[config.mk]
export PLATFORM = sky130hd
export DESIGN_NAME = ip_arp_lookup
export DESIGN_NICKNAME = d
export VERILOG_FILES = /design/src/rtl/eth_pkg.sv /design/src/rtl/ip_next_hop.sv /design/src/rtl/ip_arp_lookup.sv
export SDC_FILE = /design/constraint.sdc
export NUM_CORES = 1
export LEC_CHECK = 0
export CAP_MARGIN = 20
export CORE_AREA = 2 2 157 159
export DETAILED_ROUTE_END_ITERATION = 6
export DIE_AREA = 0 0 159 161
export GPL_TIMING_DRIVEN = 0
export HOLD_SLACK_MARGIN = 0.15
export MAX_ROUTING_LAYER = met4
export PLACE_DENSITY = 0.69
export SLEW_MARGIN = 30
export SYNTH_ARGS = -nofsm -noshare
export SYNTH_HDL_FRONTEND = slang
export SYNTH_SLANG_ARGS = --single-unit
[constraint.sdc]
create_clock -name clk -period 2.3 [get_ports clk]
set_clock_uncertainty 0.1 [all_clocks]
set_input_delay 0.575 -clock clk [delete_from_list [all_inputs] [get_ports clk]]
set_output_delay 0.575 -clock clk [all_outputs]
set_load 0.02 [all_outputs]
[src/rtl/eth_pkg.sv]
// Shared Ethernet/ARP definitions for the IPv4 TX-path ARP client.
//   ETH_TYPE_IPV4 : EtherType inserted in every emitted header
//   MAC_BCAST     : all-ones MAC used for IP broadcast destinations
//   MCAST_OUI     : IANA prefix of IPv4 multicast MACs
//   arp_state_t   : lookup FSM states
package eth_pkg;
  localparam logic [15:0] ETH_TYPE_IPV4 = 16'h0800;
  localparam logic [47:0] MAC_BCAST     = 48'hFFFF_FFFF_FFFF;
  localparam logic [23:0] MCAST_OUI     = 24'h01005E;

  typedef enum logic [2:0] {
    ST_IDLE,
    ST_REQ,
    ST_WAIT,
    ST_HDR,
    ST_PAYLOAD,
    ST_DROP
  } arp_state_t;
endpackage

[src/rtl/ip_next_hop.sv]
// Combinational destination classifier.
//   i_dest_ip/i_local_ip/i_subnet_mask/i_gateway_ip : addressing inputs
//   o_bypass     : destination needs no ARP lookup (broadcast/multicast)
//   o_bypass_mac : MAC to use when o_bypass is set
//   o_next_hop   : IP to resolve via ARP when o_bypass is clear
module ip_next_hop
  import eth_pkg::*;
(
  input  logic [31:0] i_dest_ip,
  input  logic [31:0] i_local_ip,
  input  logic [31:0] i_subnet_mask,
  input  logic [31:0] i_gateway_ip,
  output logic        o_bypass,
  output logic [47:0] o_bypass_mac,
  output logic [31:0] o_next_hop
);
  logic w_bcast, w_mcast, w_local;

  assign w_bcast = (i_dest_ip == 32'hFFFF_FFFF) ||
                   (i_dest_ip == (i_local_ip | ~i_subnet_mask));
  assign w_mcast = (i_dest_ip[31:28] == 4'hE);
  assign w_local = ((i_dest_ip & i_subnet_mask) == (i_local_ip & i_subnet_mask));

  assign o_bypass = w_bcast | w_mcast;

  // Broadcast takes precedence over the multicast mapping.
  always_comb begin
    o_bypass_mac = MAC_BCAST;
    if (!w_bcast) o_bypass_mac = {MCAST_OUI, 1'b0, i_dest_ip[22:0]};
  end

  // Off-subnet traffic is resolved through the default gateway.
  assign o_next_hop = w_local ? i_dest_ip : i_gateway_ip;
endmodule

[src/rtl/ip_arp_lookup.sv]
// ARP client on the IPv4 TX path: takes an IP header (dest IP) plus a byte
// payload, resolves the next-hop MAC and emits an Ethernet header followed by
// the unmodified payload.
//   s_ip_hdr_*          : incoming frame header (dest IP)
//   s_ip_payload_axis_* : incoming payload stream
//   m_eth_hdr_*         : outgoing Ethernet header (dest/src MAC, type)
//   m_eth_payload_axis_*: outgoing payload stream (pass-through)
//   arp_request_*       : lookup request to the ARP block
//   arp_response_*      : lookup result from the ARP block
//   local_mac/local_ip/gateway_ip/subnet_mask : live configuration
//   drop_pulse          : one cycle per dropped frame
//   busy                : a frame is in flight
module ip_arp_lookup
  import eth_pkg::*;
#(
  parameter int DATA_WIDTH     = 8,
  parameter int LOOKUP_TIMEOUT = 1024
) (
  input  logic                  clk,
  input  logic                  rst_n,
  input  logic                  s_ip_hdr_valid,
  output logic                  s_ip_hdr_ready,
  input  logic [31:0]           s_ip_dest_ip,
  input  logic [DATA_WIDTH-1:0] s_ip_payload_axis_tdata,
  input  logic                  s_ip_payload_axis_tvalid,
  output logic                  s_ip_payload_axis_tready,
  input  logic                  s_ip_payload_axis_tlast,
  input  logic                  s_ip_payload_axis_tuser,
  output logic                  m_eth_hdr_valid,
  input  logic                  m_eth_hdr_ready,
  output logic [47:0]           m_eth_dest_mac,
  output logic [47:0]           m_eth_src_mac,
  output logic [15:0]           m_eth_type,
  output logic [DATA_WIDTH-1:0] m_eth_payload_axis_tdata,
  output logic                  m_eth_payload_axis_tvalid,
  input  logic                  m_eth_payload_axis_tready,
  output logic                  m_eth_payload_axis_tlast,
  output logic                  m_eth_payload_axis_tuser,
  output logic                  arp_request_valid,
  input  logic                  arp_request_ready,
  output logic [31:0]           arp_request_ip,
  input  logic                  arp_response_valid,
  output logic                  arp_response_ready,
  input  logic                  arp_response_error,
  input  logic [47:0]           arp_response_mac,
  input  logic [47:0]           local_mac,
  input  logic [31:0]           local_ip,
  input  logic [31:0]           gateway_ip,
  input  logic [31:0]           subnet_mask,
  output logic                  drop_pulse,
  output logic                  busy
);
  localparam int            CW       = $clog2(LOOKUP_TIMEOUT) + 1;
  localparam logic [CW-1:0] CNT_LAST = CW'(LOOKUP_TIMEOUT - 1);

  arp_state_t  r_state;
  logic [CW-1:0] r_cnt;
  logic [31:0] r_next_hop;
  logic [47:0] r_dest_mac;
  logic        r_drop_pulse;
  // Holds header ready low for the cycle in which reset is still asserted,
  // so nothing is accepted until the block is really out of reset.
  logic        r_live;

  logic        w_bypass;
  logic [47:0] w_bypass_mac;
  logic [31:0] w_next_hop;

  ip_next_hop u_next_hop (
    .i_dest_ip     (s_ip_dest_ip),
    .i_local_ip    (local_ip),
    .i_subnet_mask (subnet_mask),
    .i_gateway_ip  (gateway_ip),
    .o_bypass      (w_bypass),
    .o_bypass_mac  (w_bypass_mac),
    .o_next_hop    (w_next_hop)
  );

  always_ff @(posedge clk or negedge rst_n) begin
    if (!rst_n) begin
      r_state      <= ST_IDLE;
      r_cnt        <= '0;
      r_next_hop   <= '0;
      r_dest_mac   <= '0;
      r_drop_pulse <= 1'b0;
      r_live       <= 1'b0;
    end else begin
      r_live       <= 1'b1;
      r_drop_pulse <= 1'b0;
      case (r_state)
        ST_IDLE: begin
          if (s_ip_hdr_valid && r_live) begin
            if (w_bypass) begin
              r_dest_mac <= w_bypass_mac;
              r_state    <= ST_HDR;
            end else begin
              r_next_hop <= w_next_hop;
              r_state    <= ST_REQ;
            end
          end
        end
        ST_REQ: begin
          if (arp_request_ready) begin
            r_cnt   <= '0;
            r_state <= ST_WAIT;
          end
        end
        ST_WAIT: begin
          // A good response beats a timeout landing in the same cycle.
          if (arp_response_valid && !arp_response_error) begin
            r_dest_mac <= arp_response_mac;
            r_state    <= ST_HDR;
          end else if (arp_response_valid || (r_cnt == CNT_LAST)) begin
            r_drop_pulse <= 1'b1;
            r_state      <= ST_DROP;
          end else if (r_cnt != '1) begin
            r_cnt <= r_cnt + 1'b1;
          end
        end
        ST_HDR: begin
          if (m_eth_hdr_ready) r_state <= ST_PAYLOAD;
        end
        ST_PAYLOAD: begin
          if (s_ip_payload_axis_tvalid && m_eth_payload_axis_tready && s_ip_payload_axis_tlast)
            r_state <= ST_IDLE;
        end
        ST_DROP: begin
          if (s_ip_payload_axis_tvalid && s_ip_payload_axis_tlast) r_state <= ST_IDLE;
        end
        default: r_state <= ST_IDLE;
      endcase
    end
  end

  assign s_ip_hdr_ready     = (r_state == ST_IDLE) && r_live;
  assign arp_request_valid  = (r_state == ST_REQ);
  assign arp_request_ip     = r_next_hop;
  assign arp_response_ready = (r_state == ST_WAIT);

  assign m_eth_hdr_valid = (r_state == ST_HDR);
  assign m_eth_dest_mac  = r_dest_mac;
  assign m_eth_src_mac   = local_mac;
  assign m_eth_type      = ETH_TYPE_IPV4;

  // Payload is only pulled once the header has gone out (or the frame is
  // being discarded); there is no buffering anywhere.
  assign s_ip_payload_axis_tready = ((r_state == ST_PAYLOAD) && m_eth_payload_axis_tready) ||
                                    (r_state == ST_DROP);
  assign m_eth_payload_axis_tvalid = (r_state == ST_PAYLOAD) && s_ip_payload_axis_tvalid;
  assign m_eth_payload_axis_tdata  = s_ip_payload_axis_tdata;
  assign m_eth_payload_axis_tlast  = s_ip_payload_axis_tlast;
  assign m_eth_payload_axis_tuser  = s_ip_payload_axis_tuser;

  assign drop_pulse = r_drop_pulse;
  assign busy       = (r_state != ST_IDLE);
endmodule

# Word level (Yosys, flattened, before mapping)
# Cells that the tools add are included.
# op_classes
add_sub_neg	1
n_mul	0
div_mod_pow	0
n_lt_le_gt_ge	0
n_eq_ne	22
shift	0
n_mux	23
n_bitwise	6
n_reduce_logical	20
# op_table
op	count
2-to-1 mux 48 bit	4
case mux 48 bit (2 select lines)	1
bitwise AND 32 bit	2
equality test 32 bit	2
2-to-1 mux 11 bit	4
equality test 32 bit, second input constant	1
2-to-1 mux 32 bit	1
NOT 32 bit	1
bitwise OR 32 bit	1
case mux 11 bit (2 select lines)	1
2-to-1 mux 3 bit	7
case mux 3 bit (6 select lines)	1
adder 11 x 1 -> 11 bit, second input constant	1
equality test 11 x 10 -> 1 bit, second input constant	1
inequality test 11 bit, second input constant	1
inequality test 2 x 1 -> 1 bit, second input constant	5
inequality test 2 bit, second input constant	5
logical AND 1 bit	8
equality test 3 x 2 -> 1 bit, second input constant	2
equality test 3 bit, second input constant	2
AND reduction 6 bit	1
AND reduction 5 bit	1
equality test 4 bit, second input constant	1
AND reduction 4 bit	1
12 further kinds	17
# word_totals
regBits	96
latchBits	0
ram_bits	0
rom_bits	0
input_bits	243
out_inout_bits	162
word_cells	78
memories	0

# Logic depth before layout (Yosys ltp)
# Gate-level depths: netlist of the first run.
# depth
depth_word	8
ltp_mapped	10
depth_no_buf	8

# Cells and area by module
# A second synthesis of the first run with hierarchy kept.
# unflattened
hier_cells	768
hier_area_um2	6896.6
# by_module_without_submodules
mod	instances	cells_each	area_each_um2	seq_area_each_um2
ip_arp_lookup	1	515	4902.2	2402.3
ip_next_hop	1	253	1994.4	0.0

# Worst setup path before layout of the first run
# Ideal clock, no wire load.
# synth_path
path_kind	in2reg
start	in subnet_mask[3]
end	reg r_next_hop[10], in the netlist arp_request_ip[10]
setup_ns	0.128
arrival_time_ns	2.930
setup_slack_ns	-0.858
path_stages	8
path_buffers	1
cell_sequence	and3b_1 a2111oi_2 nand4_1 or4_4 nor4_4 buf_6 mux2_1 mux2_1
# synth_via
elab_chain_cells	7
# synth_rtl
item	line	rtl
start, declared	ip_arp_lookup.sv:49	input logic [31:0] subnet_mask,
NOT 32 bit	ip_next_hop.sv:20	(i_dest_ip == (i_local_ip | ~i_subnet_mask));
bitwise OR 32 bit	ip_next_hop.sv:20	
equality test 32 bit	ip_next_hop.sv:20	
logical OR 1 bit	ip_next_hop.sv:19	assign w_bcast = (i_dest_ip == 32'hFFFF_FFFF) ||
bitwise OR 1 bit	ip_next_hop.sv:24	assign o_bypass = w_bcast | w_mcast;
NOT 1 bit (no line)	-	
AND reduction 3 bit (no line)	-	
end signal, assigned	ip_arp_lookup.sv:97	r_next_hop <= w_next_hop;
end, declared	ip_arp_lookup.sv:58	logic [31:0] r_next_hop;
# Parallel ways exist; a longest one is shown, timed or not.
# A chain may end at the register's enable or synchronous reset.

# Final worst setup path of the first run
# layout_path
start	in subnet_mask[1]
end	reg r_next_hop[30], in the netlist arp_request_ip[30]
# The elaborated chain is that of the path after synthesis.

==> metrics.cfg, run 1 <==
[outcome]
status = complete, but fails checks
violations = DRC, setup timing

[cells_and_area]
drive_above_1_share_pct = 29.4
finalInstanceArea_um2 = 11600
nets = 1275
final_common_cell = clkdlybuf4s50_1
n_fill_cell = 2253
area_growth_syn_to_layout_pct = 85.0
layout_common_cells = clkdlybuf4s50_1 (232), dfrtp_1 (94), buf_4 (93), mux2_4 (64), o22ai_1 (57)

[clock_tree]
htreeDepth = 3
clkSlewWorstSetupHoldPaths_ps = 80
cts_tree = built
cts-root-buf = clkbuf_16
cts_buffer_depth = 2
clk_latency_ps = 350
cts.sinks = 96
cts_made_buffers = 9

[critical_path]
ff2ff_setup_slack_ps = 110
cp_data_required_time_ps = 2440
worst_setup_path_end_kind = register
r2r_cells = 6
cp_top_family = simple AND/OR/NAND/NOR gates
r2r-start = r_state[0]$_DFFE_PN0P_
r2r-end = arp_request_ip[11]$_DFFE_PN0P_
critical_path_depth = 11
endpoint = arp_request_ip[30]$_DFFE_PN0P_
critPathMaxStageDelay_ps = 550
cp_max_fo = 5
path_class = in -> reg
path_cells = clkdlybuf4s15_1 > nor2b_4 > a221oi_2 > nand4_1 > or4_4 > nor4_4 > buf_6 > buf_12 > buf_12 > mux2_4 > mux2_4
worstPathArrival_ps = 3050
cp-startpoint = subnet_mask[1]
cp_num_buf_inv = 4
slowest_stage = or4_4
start_kind = input pin

[logic_synthesis]
synth.distinct_cells = 49
synth_area_leaders = dfrtp_1 (38%), mux2_1 (11%), buf_4 (9.4%), mux2i_1 (7.8%), o22ai_1 (5.8%)
synth.cell_area_um2 = 6250
yosys.area.top_type_share_pct = 38.4
synth-seq-cells = 96
syn_area_per_cell_um2 = 9.81
yosysTopAreaCell = dfrtp_1
yosys_warnings = 0
syn_inst = 637
seq_area_frac_synth_pct = 38.4
synthArstFlopShare_pct = 100
synth_flop_cell = dfrtp_1
synth_edf_count = 0

[grt]
grt_use_total_pct = 22.4
overflow = 0
grt_max_degree = 62
antenna_found_initial = 13
grt_pass1_wl_um = 41900
grt_pass1_vias = 6754

[power_and_ir_drop]
power.internal_mw = 6.38
seqPwrFrac_pct = 27.4
clockPowerShare_pct = 16.5
p_switching_mw = 3.99
power.leakage_nw = 5.11
switching_share_pct = 38.5
pwr_density_cell_nw_per_um2 = 897
combPwrFrac_pct = 56.2
ir_drop_uv = 396

[timing]
drv_slew = 0
rsz0062_at_grt = true
setup_ws_ps = -602
setup_viol = 81
fin_crit_sh_pct = 126
final_hold_viol_count = 0
max_slew_margin_pct = 49.7
worst_slew_pin_slew_ps = 754
timing.fmax_mhz = 345
layout_min_cycle_time_ps = 2900

[drt]
first_pass_iters = 7
ant_nets = 0
drc = 9
wl_um = 28900
wire_per_inst_um = 21.1
vias = 6461
initialDrtViolationCount = 336
viasPerCell = 4.71

[die]
dieArea_um2 = 25600
core_area_um2 = 24000
num_rows = 57
num_io_pins = 405
start_util_pct = 26.1
die_x_um = 159
dieHeight_um = 161

[placed_design]
hpwl_um = 22300
place_ws_ps = -1890
globalplace.congestion = 0.860
place_area_um2 = 10300
port_buffers = 331

[min_path]
worstHoldPathType = reg -> reg

[job]
cap_violations = 0

[repair_timing]
| action | 4_1_cts | 5_1_grt |
|---|---|---|
| hold buffers | 1 | 0 |
| gates cloned | 6 | 3 |
| setup endpoints to repair | 99 | 97 |
| setup buffers | 21 | 13 |
| endpoints found under the hold margin | 35 | 0 |
| pin swaps | 28 | 20 |
| resized for setup | 278 | 74 |
[area by class of cell]
| class | count | area [µm²] | share of cell area (%) |
|---|---|---|---|
| Clock buffer | 11 | 233 | 2.01 |
| Timing Repair Buffer | 371 | 3720 | 32.2 |
| Multi-Input combinational cell | 406 | 3670 | 31.7 |
| Inverter | 51 | 191 | 1.66 |
| Sequential cell | 96 | 2400 | 20.8 |
| Tap cell | 324 | 405 | 3.51 |
| Buffer | 96 | 822 | 7.11 |
| Antenna cell | 12 | 30.0 | 0.260 |
| Clock inverter | 5 | 87.6 | 0.757 |
[sequential cells by signal, summed over array words and instances (netlist names)]
name and cells:
arp_request_ip 32, drop_pulse 1, m_eth_dest_mac 48, r_cnt 11
r_live 1, r_state 3
[stage by stage]
stage                     TNS (ps)  hold slack [ps]  power (mW)  utilization (%)  std cells
after floorplan             -39260              179        5.64                -        652
after global placement     -471070              377        8.13             43.0       1307
after detailed placement   -149820              377        8.21             43.1       1308
after CTS                   -48980              388        10.3             47.4       1348
after global routing        -50420              425        10.9             48.2       1371
final                       -43240              391        10.4             48.3       1372
[layer usage]
| layer | track usage, % | share of wire [%] | vias up |
|---|---|---|---|
| met2 | 40.6 | 52 | 280 |
| li1 | - | - | 2992 |
| met5 | - | 0 | - |
| met3 | 4.47 | 5.7 | 43 |
| met1 | 25.4 | 40 | 3146 |
| met4 | 5.54 | 2.3 | 0 |
[power by group through the flow]
stage	combinational [mW]	sequential (mW)	clock (mW)
after floorplan	2.06	3.59	0
after global placement	5.31	2.82	0
after detailed placement	5.39	2.82	0
after CTS	5.76	2.84	1.75
after global routing	6.16	2.92	1.79
final	5.82	2.84	1.71
[kinds of logic after synthesis]
group | share of synthesized area, %
xor+xnor | 1.12
compound gates | 10.4
simple gates | 15.8
fa+ha+maj | 0.200
flops | 38.4
other cells | 0.120
buf+inv | 14.5
mux | 19.4
[cell usage after synthesis (all sizes together) (2+ instances only)]
cell	instances
a21oi	5
a22oi	9
and2	3
and3	2
and3b	4
buf	91
clkbuf	8
conb	2
dfrtp	96
inv	51
mux2	64
mux2i	49
nand2	28
nand2b	2
nand3	8
nand3b	26
nand4	16
nor2	21
nor2b	35
nor3	5
nor4	8
nor4b	3
o21ai	16
o22ai	58
o31ai	4
or3	2
xnor2	4
xor2	4
[worst reg2reg max path: stages, from the launching register on]
cell and delay [ps]:
dfrtp_1 380, clkbuf_4 190, nor3_4 210, nand2_1 150, nor3_4 480, buf_6 260, mux2_4 310
[how the worst min path moves through the flow]
stage	slack, ps	end	cells after the start	from
2_1_floorplan	180	arp_request_ip[0]$_DFFE_PN0P_	0	rst_n
3_3_place_gp	380	r_cnt[5]$_DFFE_PN0P_	1	r_cnt[5]$_DFFE_PN0P_
3_5_place_dp	380	r_cnt[5]$_DFFE_PN0P_	1	r_cnt[5]$_DFFE_PN0P_
4_1_cts	390	r_cnt[5]$_DFFE_PN0P_	1	r_cnt[5]$_DFFE_PN0P_
5_1_grt	430	arp_request_ip[13]$_DFFE_PN0P_	1	arp_request_ip[13]$_DFFE_PN0P_
6_report	390	r_cnt[5]$_DFFE_PN0P_	1	r_cnt[5]$_DFFE_PN0P_
No activity file was read; power rests on OpenSTA's default activity.
==> inputs of run 2 (changes only) <==
--- a/config.mk
+++ b/config.mk
@@ -12,7 +12,8 @@
 export GPL_TIMING_DRIVEN = 0
 export HOLD_SLACK_MARGIN = 0.15
 export MAX_ROUTING_LAYER = met4
-export PLACE_DENSITY = 0.69
+export PLACE_DENSITY = 0.66
+export REMOVE_ABC_BUFFERS = 1
 export SLEW_MARGIN = 30
 export SYNTH_ARGS = -nofsm -noshare
 export SYNTH_HDL_FRONTEND = slang
==> constraint.sdc (replaced) <==
create_clock -name clk -period 2.75 [get_ports clk]
set_clock_uncertainty 0.1 [all_clocks]
set_input_delay 0.6875 -clock clk [delete_from_list [all_inputs] [get_ports clk]]
set_output_delay 0.6875 -clock clk [all_outputs]
set_load 0.02 [all_outputs]
==> metrics.cfg, run 2 (same netlist as run 1, synthesis figures left out) <==
[min_path]
worstHoldPathType = reg -> reg
whs_path_depth = 1
hp-start = arp_request_ip[0]$_DFFE_PN0P_
min_delay_worst_endpoint = arp_request_ip[0]$_DFFE_PN0P_

[die]
die_x_um = 159
start_util_pct = 26.1
num_io_pins = 405
num_rows = 57
core_area_um2 = 24000
dieHeight_um = 161
dieArea_um2 = 25600

[placed_design]
globalplace.congestion = 0.828
place_area_um2 = 8970
port_buffers = 274
dp_cells = 1168
hpwl_um = 21300
place_ws_ps = -1770

[drt]
viasPerCell = 4.87
first_pass_iters = 5
ant_nets = 0
initialDrtViolationCount = 310
drc = 0
wire_per_inst_um = 23.4
wl_um = 28700
vias = 5966

[critical_path]
cp_max_fo = 8
worst_setup_path_end_kind = register
r2r_cells = 8
slowest_stage = or4_4
path_class = in -> reg
worstPathArrival_ps = 3160
path_cells = buf_2 > and3b_1 > a221oi_4 > nand4_1 > or4_4 > nor4_4 > buf_6 > buf_8 > buf_12 > mux2_4 > mux2_4
cp_common_cell = mux2_4
start_kind = input pin
r2r-start = r_cnt[0]$_DFFE_PN0P_
r2r-end = r_cnt[2]$_DFFE_PN0P_
cp_data_required_time_ps = 2880
ff2ff_setup_slack_ps = 280
critPathMaxStageDelay_ps = 550

[timing]
timing.fmax_mhz = 331
fin_crit_sh_pct = 110
setup_ws_ps = -272
fin_tns_setup_ps = -10880
whs_ps = 412
setup_viol = 74
final_hold_viol_count = 0
worst_slew_pin_slew_ps = 571
max_slew_margin_pct = 61.5
layout_min_cycle_time_ps = 3020
drv_slew = 0
rsz0062_at_grt = true

[power_and_ir_drop]
p_switching_mw = 3.18
switching_share_pct = 38.7
clockPowerShare_pct = 16.4
power.leakage_nw = 4.37
combPwrFrac_pct = 54.8
power.internal_mw = 5.04
ir_drop_uv = 415
seqPwrFrac_pct = 28.7
power_mw = 8.22
pwr_density_cell_nw_per_um2 = 802

[outcome]
status = complete, but fails checks
violations = setup timing

[clock_tree]
cts_buffer_depth = 2
htreeDepth = 3
cts.sinks = 96
cts_tree = built
cts-root-buf = clkbuf_16
clk_latency_ps = 350
clkSlewWorstSetupHoldPaths_ps = 80
cts_made_buffers = 9

[grt]
grt_use_total_pct = 22.3
overflow = 0
antenna_found_initial = 4
grt_pass1_wl_um = 40900
grt_pass1_vias = 6222
grt_max_degree = 62

[cells_and_area]
final_common_cell = clkdlybuf4s50_1
utilization_pct = 42.8
finalInstanceArea_um2 = 10200
drive_above_1_share_pct = 24.2
largest_register_ffs = 48
area_growth_syn_to_layout_pct = 64.0
layout_common_cells = clkdlybuf4s50_1 (176), dfrtp_1 (94), dlygate4sd2_1 (65), mux2_4 (62), o22ai_1 (57)
layout.cells.non_filler = 1225
n_fill_cell = 2332
nets = 1136

[job]
cap_violations = 0

## run 2: cell types whose count changed in the layout (fill, tap and decap cells not counted), moves of 7 or more
cell             before  now
buf_4                93   19
clkdlybuf4s15_1      12    5
clkdlybuf4s50_1     232  176
diode_2              12    4
dlygate4sd2_1        47   65
dlymetal6s2s_1       11    0
## run 2: power groups by stage
stage	Combinational [mW]	Clock [mW]	Sequential (mW)
3_3_place_gp	3.86	0	2.33
3_5_place_dp	3.97	0	2.34
5_1_grt	4.77	1.44	2.43
4_1_cts	4.51	1.40	2.36
2_1_floorplan	1.25	0	3.01
6_report	4.51	1.35	2.36
## run 2: what timing repair did
item,in CTS,in global routing
cloned,4,0
endpoints found under the hold margin,20,0
buffers inserted,21,16
pin swaps,30,4
endpoints found under the setup margin,89,90
hold buffers,1,0
gates resized for setup,342,16
## run 2: worst max path at each step
stage | slack (ps) | end | from | depth (start not counted)
after global routing | -350 | arp_request_ip[16]$_DFFE_PN0P_ | subnet_mask[13] | 11
after global placement | -4680 | arp_request_ip[0]$_DFFE_PN0P_ | s_ip_dest_ip[3] | 8
after floorplan | -1740 | m_eth_dest_mac[0]$_DFFE_PN0P_ | subnet_mask[3] | 7
final | -270 | arp_request_ip[3]$_DFFE_PN0P_ | s_ip_dest_ip[18] | 11
after detailed placement | -1770 | arp_request_ip[10]$_DFFE_PN0P_ | s_ip_dest_ip[3] | 11
after CTS | -240 | arp_request_ip[17]$_DFFE_PN0P_ | s_ip_dest_ip[13] | 11
## run 2: metal layers
layer  vias to the layer above  GRT usage [%]  wire, µm
li1                       2689              -         -
met1                      2928           26.4     11900
met2                       334           32.8     12800
met3                        15           13.2      3680
met4                         0           4.21       272
met5                         -              -         0
## run 2: cell type report
cell class | count | area (µm²) | share of cell area (%)
clock buffers | 10 | 229 | 2.23
inverters | 51 | 191 | 1.87
diodes | 4 | 10.0 | 0.0977
flip-flops and latches | 96 | 2400 | 23.5
multi-input cells | 407 | 3620 | 35.3
repair buffers | 327 | 3310 | 32.3
well taps | 324 | 405 | 3.96
clock inverters | 6 | 73.8 | 0.720
## run 2: worst max-delay path, delay by kind of cell
kind	cells	cell delay, ps
buf+inv	4	570
compound gates	1	230
simple gates	4	1090
mux	2	550
==> inputs of run 3 (changes only) <==
==> constraint.sdc (replaced) <==
create_clock -name clk -period 2.8 [get_ports clk]
set_clock_uncertainty 0.1 [all_clocks]
set_input_delay 0.7 -clock clk [delete_from_list [all_inputs] [get_ports clk]]
set_output_delay 0.7 -clock clk [all_outputs]
set_load 0.02 [all_outputs]
==> metrics.cfg, run 3 (same netlist as run 1, synthesis figures left out) <==
[clock_tree]
cts-root-buf = clkbuf_16
cts_tree = built
htreeDepth = 3
cts_made_buffers = 9
clk_latency_ps = 350
cts.sinks = 96
cts_buffer_depth = 2
clkSlewWorstSetupHoldPaths_ps = 80

[placed_design]
globalplace.congestion = 0.828
port_buffers = 274
dp_cells = 1168
hpwl_um = 21300
place_ws_ps = -1730
place_area_um2 = 8970

[drt]
ant_nets = 0
wire_per_inst_um = 23.4
vias = 5979
wl_um = 28600
viasPerCell = 4.90
first_pass_iters = 6
initialDrtViolationCount = 281
drc = 0

[critical_path]
worst_setup_path_end_kind = register
critPathMaxStageDelay_ps = 610
path_class = in -> reg
worstPathArrival_ps = 3180
start_kind = input pin
r2r-start = r_cnt[0]$_DFFE_PN0P_
cp_top_family = simple AND/OR/NAND/NOR gates
ff2ff_setup_slack_ps = 240
cp_common_cell = mux2_4
slowest_stage = or4_4
cp_max_fo = 8
r2r_cells = 8
cp_num_buf_inv = 4
r2r-end = r_cnt[9]$_DFFE_PN0P_
path_cells = dlygate4sd2_1 > nor2b_4 > a22oi_1 > nand4_1 > or4_4 > nor4_4 > buf_6 > buf_8 > buf_12 > mux2_4 > mux2_4
cp_data_required_time_ps = 2940

[power_and_ir_drop]
power.leakage_nw = 4.35
pwr_density_cell_nw_per_um2 = 787
ir_drop_uv = 408
power_mw = 8.04

[timing]
setup_ws_ps = -250
timing.fmax_mhz = 328
rsz0062_at_grt = true
fin_crit_sh_pct = 109
layout_min_cycle_time_ps = 3050
max_slew_margin_pct = 39.9
worst_slew_pin_slew_ps = 890
final_hold_viol_count = 0
drv_slew = 0
setup_viol = 72

[die]
die_x_um = 159
num_rows = 57
start_util_pct = 26.1
core_area_um2 = 24000
dieHeight_um = 161
num_io_pins = 405
dieArea_um2 = 25600

[cells_and_area]
layout.cells.non_filler = 1221
nets = 1132
layout_common_cells = clkdlybuf4s50_1 (176), dfrtp_1 (94), dlygate4sd2_1 (65), mux2_4 (62), o22ai_1 (57)
drive_above_1_share_pct = 23.5
largest_register_ffs = 48
area_growth_syn_to_layout_pct = 63.3
final_common_cell = clkdlybuf4s50_1
finalInstanceArea_um2 = 10200

[outcome]
status = complete, but fails checks
violations = setup timing

[grt]
use_met2_pct = 32.8
grt_max_degree = 62
overflow = 0
grt_use_total_pct = 22.2
met3_usage_pct = 13.2
grt.met1_usage_pct = 26.3
antenna_found_initial = 4
grt_pass1_wl_um = 40900
grt_pass1_vias = 6216
top_usage_layer = met2

[min_path]
worstHoldPathType = reg -> reg
min_delay_worst_endpoint = r_cnt[5]$_DFFE_PN0P_
whs_path_depth = 1
hp-start = r_cnt[5]$_DFFE_PN0P_

[job]
cap_violations = 0

[run 3: final cells by class]
cell class / instances / area [µm²]
diodes: 4 / 10.0
fillers: 2338 / 13800
clock inverters: 6 / 73.8
repair buffers: 323 / 3280
inverters: 51 / 191
flip-flops and latches: 96 / 2400
clock buffers: 10 / 229
multi-input cells: 407 / 3610
well taps: 324 / 405
[run 3: timing repair]
item	4_1_cts	5_1_grt
gates cloned	4	0
hold buffers	1	0
buffers inserted	21	12
pin swaps	29	2
gates resized for setup	335	17
endpoints found under the setup margin	87	90
hold endpoints to repair	6	0
[run 3: where the power goes]
part | switching [mW] | total, mW | leakage (nW) | internal (mW)
clock network | 0.621 | 1.33 | 0.142 | 0.708
registers | 0.359 | 2.32 | 1.16 | 1.96
logic | 2.14 | 4.39 | 3.05 | 2.25
total | 3.12 | 8.04 | 4.35 | 4.92
[run 3: how the worst max path moves through the flow]
stage | start | end | slack (ps) | cells past startpoint
2_1_floorplan | subnet_mask[3] | m_eth_dest_mac[0]$_DFFE_PN0P_ | -1710 | 7
3_3_place_gp | s_ip_dest_ip[3] | arp_request_ip[0]$_DFFE_PN0P_ | -4650 | 8
3_5_place_dp | s_ip_dest_ip[3] | arp_request_ip[10]$_DFFE_PN0P_ | -1730 | 11
4_1_cts | s_ip_dest_ip[13] | arp_request_ip[17]$_DFFE_PN0P_ | -200 | 11
5_1_grt | s_ip_dest_ip[13] | arp_request_ip[16]$_DFFE_PN0P_ | -320 | 11
6_report | subnet_mask[23] | arp_request_ip[3]$_DFFE_PN0P_ | -250 | 11
[run 3: stage by stage]
step                      setup TNS, ps  util, %  hold slack (ps)
after floorplan                 -131090        -              304
after global placement          -625170     36.5              367
after detailed placement        -120660     37.5              374
after CTS                         -7160     42.2              397
after global routing             -17880     42.6              425
final                             -9160     42.6              411
[run 3: metal layers]
layer	part of all wire, %	wire length [µm]	up-vias
li1	-	-	2681
met1	42	12000	2946
met2	44	12700	333
met3	13	3620	19
met4	1.0	291	0
met5	0	0	-
